## src/rtl/leg_solver_seq.sv

```systemverilog
// Missing-leg solver: y = floor(sqrt(r*r - x*x)) computed over 2W+1 cycles
// with a start/done handshake (shift-add squaring, then restoring square root).
module leg_solver_seq #(
    parameter int unsigned W = 8
) (
    input  logic         clk,
    input  logic         rst_n,
    input  logic         start,
    input  logic [W-1:0] r_in,
    input  logic [W-1:0] x_in,
    output logic         busy,
    output logic         done,
    output logic [W-1:0] y_out,
    output logic         err
);

    localparam int unsigned W2 = 2 * W;
    localparam int unsigned RW = W + 2;
    localparam int unsigned CW = (W > 1) ? $clog2(W) : 1;

    typedef enum logic [2:0] {IDLE, SQUARE, SUB, ROOT, DONE} state_t;

    state_t         state_q, state_d;
    logic [CW-1:0]  cnt_q;
    logic [W-1:0]   mr_q, mx_q;
    logic [W2-1:0]  ar_q, ax_q;
    logic [W2-1:0]  sr_q, sx_q;
    logic [W2-1:0]  d_q;
    logic [RW-1:0]  rem_q;
    logic [W-1:0]   root_q;

    logic           last_c;
    logic [RW-1:0]  rem_sh_c;
    logic [RW:0]    trial_c;
    logic           keep_c;
    logic [RW-1:0]  rem_nx_c;
    logic [W-1:0]   root_nx_c;

    assign last_c = (cnt_q == CW'(W - 1));

    // One restoring root step: bring down two radicand bits, try subtracting {root,01}.
    always_comb begin
        rem_sh_c  = RW'({rem_q, d_q[W2-1 -: 2]});
        trial_c   = {1'b0, rem_sh_c} - {1'b0, root_q, 2'b01};
        keep_c    = ~trial_c[RW];
        rem_nx_c  = keep_c ? trial_c[RW-1:0] : rem_sh_c;
        root_nx_c = {root_q[W-2:0], keep_c};
    end

    always_ff @(posedge clk or negedge rst_n) begin
        if (!rst_n) state_q <= IDLE;
        else        state_q <= state_d;
    end

    always_comb begin
        state_d = state_q;
        case (state_q)
            IDLE:    if (start) state_d = SQUARE;
            SQUARE:  if (last_c) state_d = SUB;
            SUB:     state_d = (sx_q > sr_q) ? DONE : ROOT;
            ROOT:    if (last_c) state_d = DONE;
            DONE:    state_d = start ? SQUARE : IDLE;
            default: state_d = IDLE;
        endcase
    end

    // Status flags are registered from the next state so they line up with state_q.
    always_ff @(posedge clk or negedge rst_n) begin
        if (!rst_n) begin
            busy <= 1'b0;
            done <= 1'b0;
        end else begin
            busy <= (state_d == SQUARE) || (state_d == SUB) || (state_d == ROOT);
            done <= (state_d == DONE);
        end
    end

    always_ff @(posedge clk or negedge rst_n) begin
        if (!rst_n) begin
            cnt_q  <= '0;
            mr_q   <= '0;
            mx_q   <= '0;
            ar_q   <= '0;
            ax_q   <= '0;
            sr_q   <= '0;
            sx_q   <= '0;
            d_q    <= '0;
            rem_q  <= '0;
            root_q <= '0;
            y_out  <= '0;
            err    <= 1'b0;
        end else begin
            case (state_q)
                IDLE, DONE: begin
                    if (start) begin
                        mr_q  <= r_in;
                        mx_q  <= x_in;
                        ar_q  <= W2'(r_in);
                        ax_q  <= W2'(x_in);
                        sr_q  <= '0;
                        sx_q  <= '0;
                        cnt_q <= '0;
                        y_out <= '0;
                        err   <= 1'b0;
                    end
                end
                SQUARE: begin
                    sr_q  <= sr_q + (mr_q[0] ? ar_q : '0);
                    sx_q  <= sx_q + (mx_q[0] ? ax_q : '0);
                    ar_q  <= ar_q << 1;
                    ax_q  <= ax_q << 1;
                    mr_q  <= mr_q >> 1;
                    mx_q  <= mx_q >> 1;
                    cnt_q <= last_c ? '0 : cnt_q + CW'(1);
                end
                SUB: begin
                    if (sx_q > sr_q) begin
                        y_out <= '0;
                        err   <= 1'b1;
                    end else begin
                        d_q    <= sr_q - sx_q;
                        rem_q  <= '0;
                        root_q <= '0;
                        cnt_q  <= '0;
                    end
                end
                ROOT: begin
                    d_q    <= d_q << 2;
                    rem_q  <= rem_nx_c;
                    root_q <= root_nx_c;
                    cnt_q  <= last_c ? '0 : cnt_q + CW'(1);
                    if (last_c) y_out <= root_nx_c;
                end
                default: ;
            endcase
        end
    end

endmodule

```

## config.mk

```make
export PLATFORM = sky130hd
export DESIGN_NAME = leg_solver_seq
export DESIGN_NICKNAME = d
export VERILOG_FILES = /design/src/rtl/leg_solver_seq.sv
export SDC_FILE = /design/constraint.sdc
export NUM_CORES = 1
export LEC_CHECK = 0
export ABC_AREA = 1
export CORE_MARGIN = 1
export CORE_UTILIZATION = 55
export DETAILED_ROUTE_END_ITERATION = 10
export GPL_TIMING_DRIVEN = 0
export PLACE_DENSITY = 0.85
export SETUP_SLACK_MARGIN = 0.05
export SKIP_CTS_REPAIR_TIMING = 1
export SLEW_MARGIN = 20
export SYNTH_ARGS = -nofsm -noshare
export SYNTH_HDL_FRONTEND = slang
export SYNTH_SLANG_ARGS = --single-unit
export TNS_END_PERCENT = 10
```

## constraint.sdc

```tcl
create_clock -name clk -period 2.7 [get_ports clk]
set_input_delay 0.27 -clock clk [delete_from_list [all_inputs] [get_ports clk]]
set_output_delay 0.27 -clock clk [all_outputs]
set_load 0.02 [all_outputs]
```

## After elaboration in Yosys (flattened, before gate mapping)

Cells that the tools add are included.

| operators by class | value |
|---|---|
| add/subtract/negate cells | 5 |
| $lt $le $gt $ge | 1 |
| eq/ne operators | 13 |
| multiplexer cells | 37 |
| bitwise operators | 1 |
| reduce and logical (&&, ||, !) cells | 15 |

Operators with widths:

| operator | number |
|---|---|
| case mux 16 bit (2 select lines) | 5 |
| two-way mux 16 bit | 6 |
| two-way mux 8 bit | 8 |
| case mux 8 bit (2 select lines) | 4 |
| adder 16 bit | 2 |
| case mux 8 bit (3 select lines) | 1 |
| two-way mux 3 bit | 7 |
| > comparator 16 bit | 1 |
| subtractor 16 bit | 1 |
| case mux 3 bit (5 select lines) | 1 |
| == test 3 x 2 -> 1 bit, second input constant | 4 |
| subtractor 10 x 10 -> 11 bit | 1 |
| == test 3 bit, second input constant | 3 |
| case mux 3 bit (3 select lines) | 1 |
| inequality test 2 bit, second input constant | 4 |
| == test 3 x 1 -> 1 bit, second input constant | 2 |
| AND reduction 3 bit | 2 |
| nonzero test 2 bit | 3 |
| nonzero test 3 bit | 2 |
| AND reduction 2 bit | 2 |
| AND reduction 4 bit | 1 |
| OR reduction 2 bit | 2 |
| adder 3 x 1 -> 3 bit, second input constant | 1 |
| zero test 3 bit | 1 |
| 4 further kinds | 7 |

| word-level totals | value |
|---|---|
| register bits after elaboration | 129 |
| output and inout bits | 11 |
| word-level logic and storage cells | 87 |

## Logic depth before layout (Yosys ltp)

| depth | value |
|---|---|
| depth after elaboration | 6 |
| gate-level depth with buffers | 15 |
| gate-level depth less buffers | 14 |

## Worst setup path after synthesis

OpenSTA, ideal clock, no wires.

| timing path | value |
|---|---|
| path type | register -> register |
| start | reg sr_q[0] |
| end | reg rem_q[7] |
| data arrival time | 1.879 ns |
| setup slack | 0.698 ns |
| cell stages (with the launch flop) | 16 |
| path buffers | 2 |
| cells stage by stage | dfrtp_1 > inv_1 > ha_1 > fa_1 > inv_1 > nand2_1 > nand2_1 > nand3_1 > nand2_2 > nand2_2 > nand2_2 > nand2_4 > buf_6 > buf_6 > nand3_2 > nand2_1 |

| between the ends | value |
|---|---|
| word-level cells in the longest chain between the ends | 3 |

Ends and longest elaborated chain:

| what | RTL line | text |
|---|---|---|
| from (decl) | 27 | `logic [W2-1:0] sr_q, sx_q;` |
| from (signal assigned) | 108 | `sr_q <= sr_q + (mr_q[0] ? ar_q : '0);` |
| > comparator 16 bit | 117 | `if (sx_q > sr_q) begin` |
| inequality test 2 bit (no source line) | - |  |
| AND reduction 2 bit (no source line) | - |  |
| to (signal assigned) | 129 | `rem_q <= rem_nx_c;` |
| to (decl) | 29 | `logic [RW-1:0] rem_q;` |

Every way passes these cells.
A chain may end at the register's enable or synchronous reset.

## Worst setup path in the final report

| timing path | value |
|---|---|
| start | reg mr_q[0] |
| end | reg sr_q[15] |

| between the ends | value |
|---|---|
| word-level cells in the longest chain between the ends | 3 |

Ends and longest elaborated chain:

| what | RTL line | text |
|---|---|---|
| from (decl) | 25 | `logic [W-1:0] mr_q, mx_q;` |
| from (signal assigned) | 96 | `mr_q <= r_in;` |
| from (signal assigned) | 112 | `mr_q <= mr_q >> 1;` |
| two-way mux 16 bit | 108 |  |
| adder 16 bit | 108 |  |
| case mux 16 bit (2 select lines) | 93 | `case (state_q)` |

Every way passes these cells.

==> flow_metrics.py <==
metrics = {
    "outcome": {
        "status": "finished clean",
    },
    "cts": {
        "cts.sinks": 129,
        "cts_buffer_depth": 2,
        "path_clk_slew_ps": 60,
        "clk_latency_ps": 430,
        "cts_tree": "yes",
        "cts_max_level": 4,
        "tritoncts.num_buffers": 17,
        "clockRootBuffer": "clkbuf_16",
    },
    "flow_run": {
        "cap_violations": 0,
    },
    "timing": {
        "fin_crit_sh": 0.881,
        "slew_headroom": 0.537,
        "timing.clock.skew_ps": 7.63,
        "grt_setup_unrepaired": "false",
        "holdWs_ps": 361,
        "fmax_mhz": 421,
        "fin_setup_tns_ps": 0,
        "setup_viol": 0,
        "tightest_slew_ps": 695,
        "drv_slew": 0,
        "hold_viol_final": 0,
        "min_period_ps": 2380,
    },
    "yosys": {
        "synth.yosys.warnings": 0,
        "netlist_instances": 1218,
        "synth_common_cells": "422 x nand2_1, 182 x inv_1, 129 x dfrtp_1, 89 x nand3_1, 58 x o21ai_0",
        "yosysTopAreaCell": "dfrtp_1",
        "yosysUniqueCellTypes": 39,
        "syn_area_sq_um": 8630,
        "seq_area_frac_synth": 0.374,
        "ys_seq_elements": 129,
        "yosysMostFrequentCell": "nand2_1",
        "synth_nets": 1297,
        "async_reset_ff_frac": 1.00,
        "synth_area_per_cell_sq_um": 7.08,
        "synthTopCellsByArea": "dfrtp_1 37%, nand2_1 18%, ha_1 8.3%",
        "synth_top_area_share": 0.374,
        "synth_edf_count": 0,
        "ys.flop_type": "dfrtp_1",
    },
    "placed_design": {
        "port_buffers": 29,
        "dp_cells": 1459,
        "gp_congestion": 0.939,
        "dpl_cell_area_sq_um": 9210,
        "dpl.hpwl_um": 16200,
    },
    "setup_path": {
        "cpMaxStageDelayCell": "clkbuf_1",
        "critical_path_buf_inv_count": 3,
        "worstSetupStartpointType": "register",
        "worstSetupPathType": "register to register",
        "slowest_delay_ps": 380,
        "path_cells": "clkbuf_1 -> clkbuf_1 -> nand2_1 -> inv_1 -> ha_1 -> a21o_1 -> a21oi_1 -> nand2_1 -> nand2_1 -> nand3_1 -> nand3_1 -> nand2_1",
        "cp.required_ps": 3020,
        "crit_top_cell": "nand2_1",
        "cp.arrival_ps": 2700,
        "path_max_fanout": 10,
        "end_kind": "register",
        "path_delay_family": "buffers and inverters",
    },
    "detailed_routing": {
        "antenna_left": 0,
        "drt_iter0_drc": 663,
        "remaining_drc_errors": 0,
        "wirelength_um": 21400,
        "routed-via-count": 8090,
        "first_pass_iters": 8,
        "routedWlPerCell_um": 14.3,
        "viasPerCell": 5.42,
    },
    "cells_and_area": {
        "utilization": 0.642,
        "layout.cells.non_filler": 1492,
        "fill_cells": 1284,
        "area_delta_synth_final_pct": 13.5,
        "drive_above_1_share": 0.0664,
        "postLayoutCellArea_sq_um": 9790,
        "fin_nets": 1347,
        "antenna_cells": 0,
    },
    "power_and_ir_drop": {
        "peakVddDrop_mv": 0.823,
        "p_leak_nw": 5.35,
        "power-per-cell-area_nw_per_um2": 1440,
    },
    "global_routing": {
        "grt_pass1_vias": 7687,
        "grt_pass1_wl_um": 35400,
        "antenna_found_initial": 0,
        "grt_use_total": 0.278,
        "grt-ovfl-total": 0,
        "grt_max_degree": 67,
    },
    "floorplanning": {
        "die_width_um": 127,
        "coreArea_sq_um": 15300,
        "die_h_um": 127,
        "ios": 30,
        "initial_core_util": 0.565,
        "die-area_sq_um": 16200,
        "row_count": 45,
    },
    "hold_path": {
        "hold_path_class": "input port to async pin",
    },
}
==> cell type report <==
cell class	instances	area [sq um]	share of cell area
inverters	192	721	0.0736
flip-flops and latches	129	3230	0.330
well taps	211	264	0.0270
plain buffers	36	184	0.0188
clock buffers	20	457	0.0467
multi-input cells	861	4490	0.459
clock inverters	12	109	0.0111
repair buffers	31	333	0.0340
==> metal layers <==
metal  vias to the layer above  GRT usage  routed length [um]
li1                       4005          -                   -
met1                      3727      0.340                9080
met2                       295      0.470               10100
met3                        63     0.0427                1230
met4                         0      0.162                 935
met5                         -          0                   0
==> cells in the final DEF (no fill, tap or decap), drive strengths merged <==
cell type,count
a21o,4
a21oi,47
a22o,1
a31oi,4
and2,5
buf,23
bufinv,1
clkbuf,35
clkdlybuf4s50,28
clkinv,9
clkinvlp,2
dfrtp,129
dlygate4sd3,1
fa,3
ha,57
inv,192
nand2,427
nand3,97
nand3b,9
nand4,11
nor2,49
nor3,8
o211ai,16
o21a,3
o21ai,81
o221ai,2
o22ai,19
or2,2
xnor2,9
xor2,7
==> through the flow <==
stage | worst slack (ps) | power, mW
6_report | 322 | 14.1
5_1_grt | 57.6 | 15.3
4_1_cts | 337 | 13.9
3_5_place_dp | 348 | 11.7
3_3_place_gp | -3760 | 11.4
2_1_floorplan | 698 | 9.60
==> final timing paths <==
kind / end / slack (ps) / depth (start not counted) / from
min: rem_q[0] / 360 / 2 / rst_n
max: sr_q[15] / 320 / 12 / mr_q[0]
max reg2reg: sr_q[15] / 320 / 12 / mr_q[0]
max in group asynchronous: done / 1640 / 3 / rst_n
min in group clk: ar_q[4] / 440 / 3 / r_in[4]
min reg2reg: cnt_q[1] / 470 / 2 / cnt_q[1]
==> cell families after synthesis <==
kind of cell,Yosys count,share of synthesized area
adders and majority gates,60,0.0896
and+or+nand+nor,608,0.299
DFF,129,0.374
xor gates and xnor gates,16,0.0162
buffers and inverters,228,0.105
AOI/OAI and AO/OA,177,0.116
==> state kept, by name, summed over array words and instances, names as in the netlist <==
register  cells
ax_q         16
done          1
state_q       3
ar_q         16
sx_q         16
busy          1
cnt_q         3
sr_q         16
err           1
root_q        8
d_q          16
mx_q          8
y_out         8
rem_q         8
mr_q          8
==> power breakdown <==
group,switching (mW),internal [mW]
clock network,0.891,1.31
registers,0.605,2.79
logic,5.50,2.97
(Power assumes the default switching activity.)
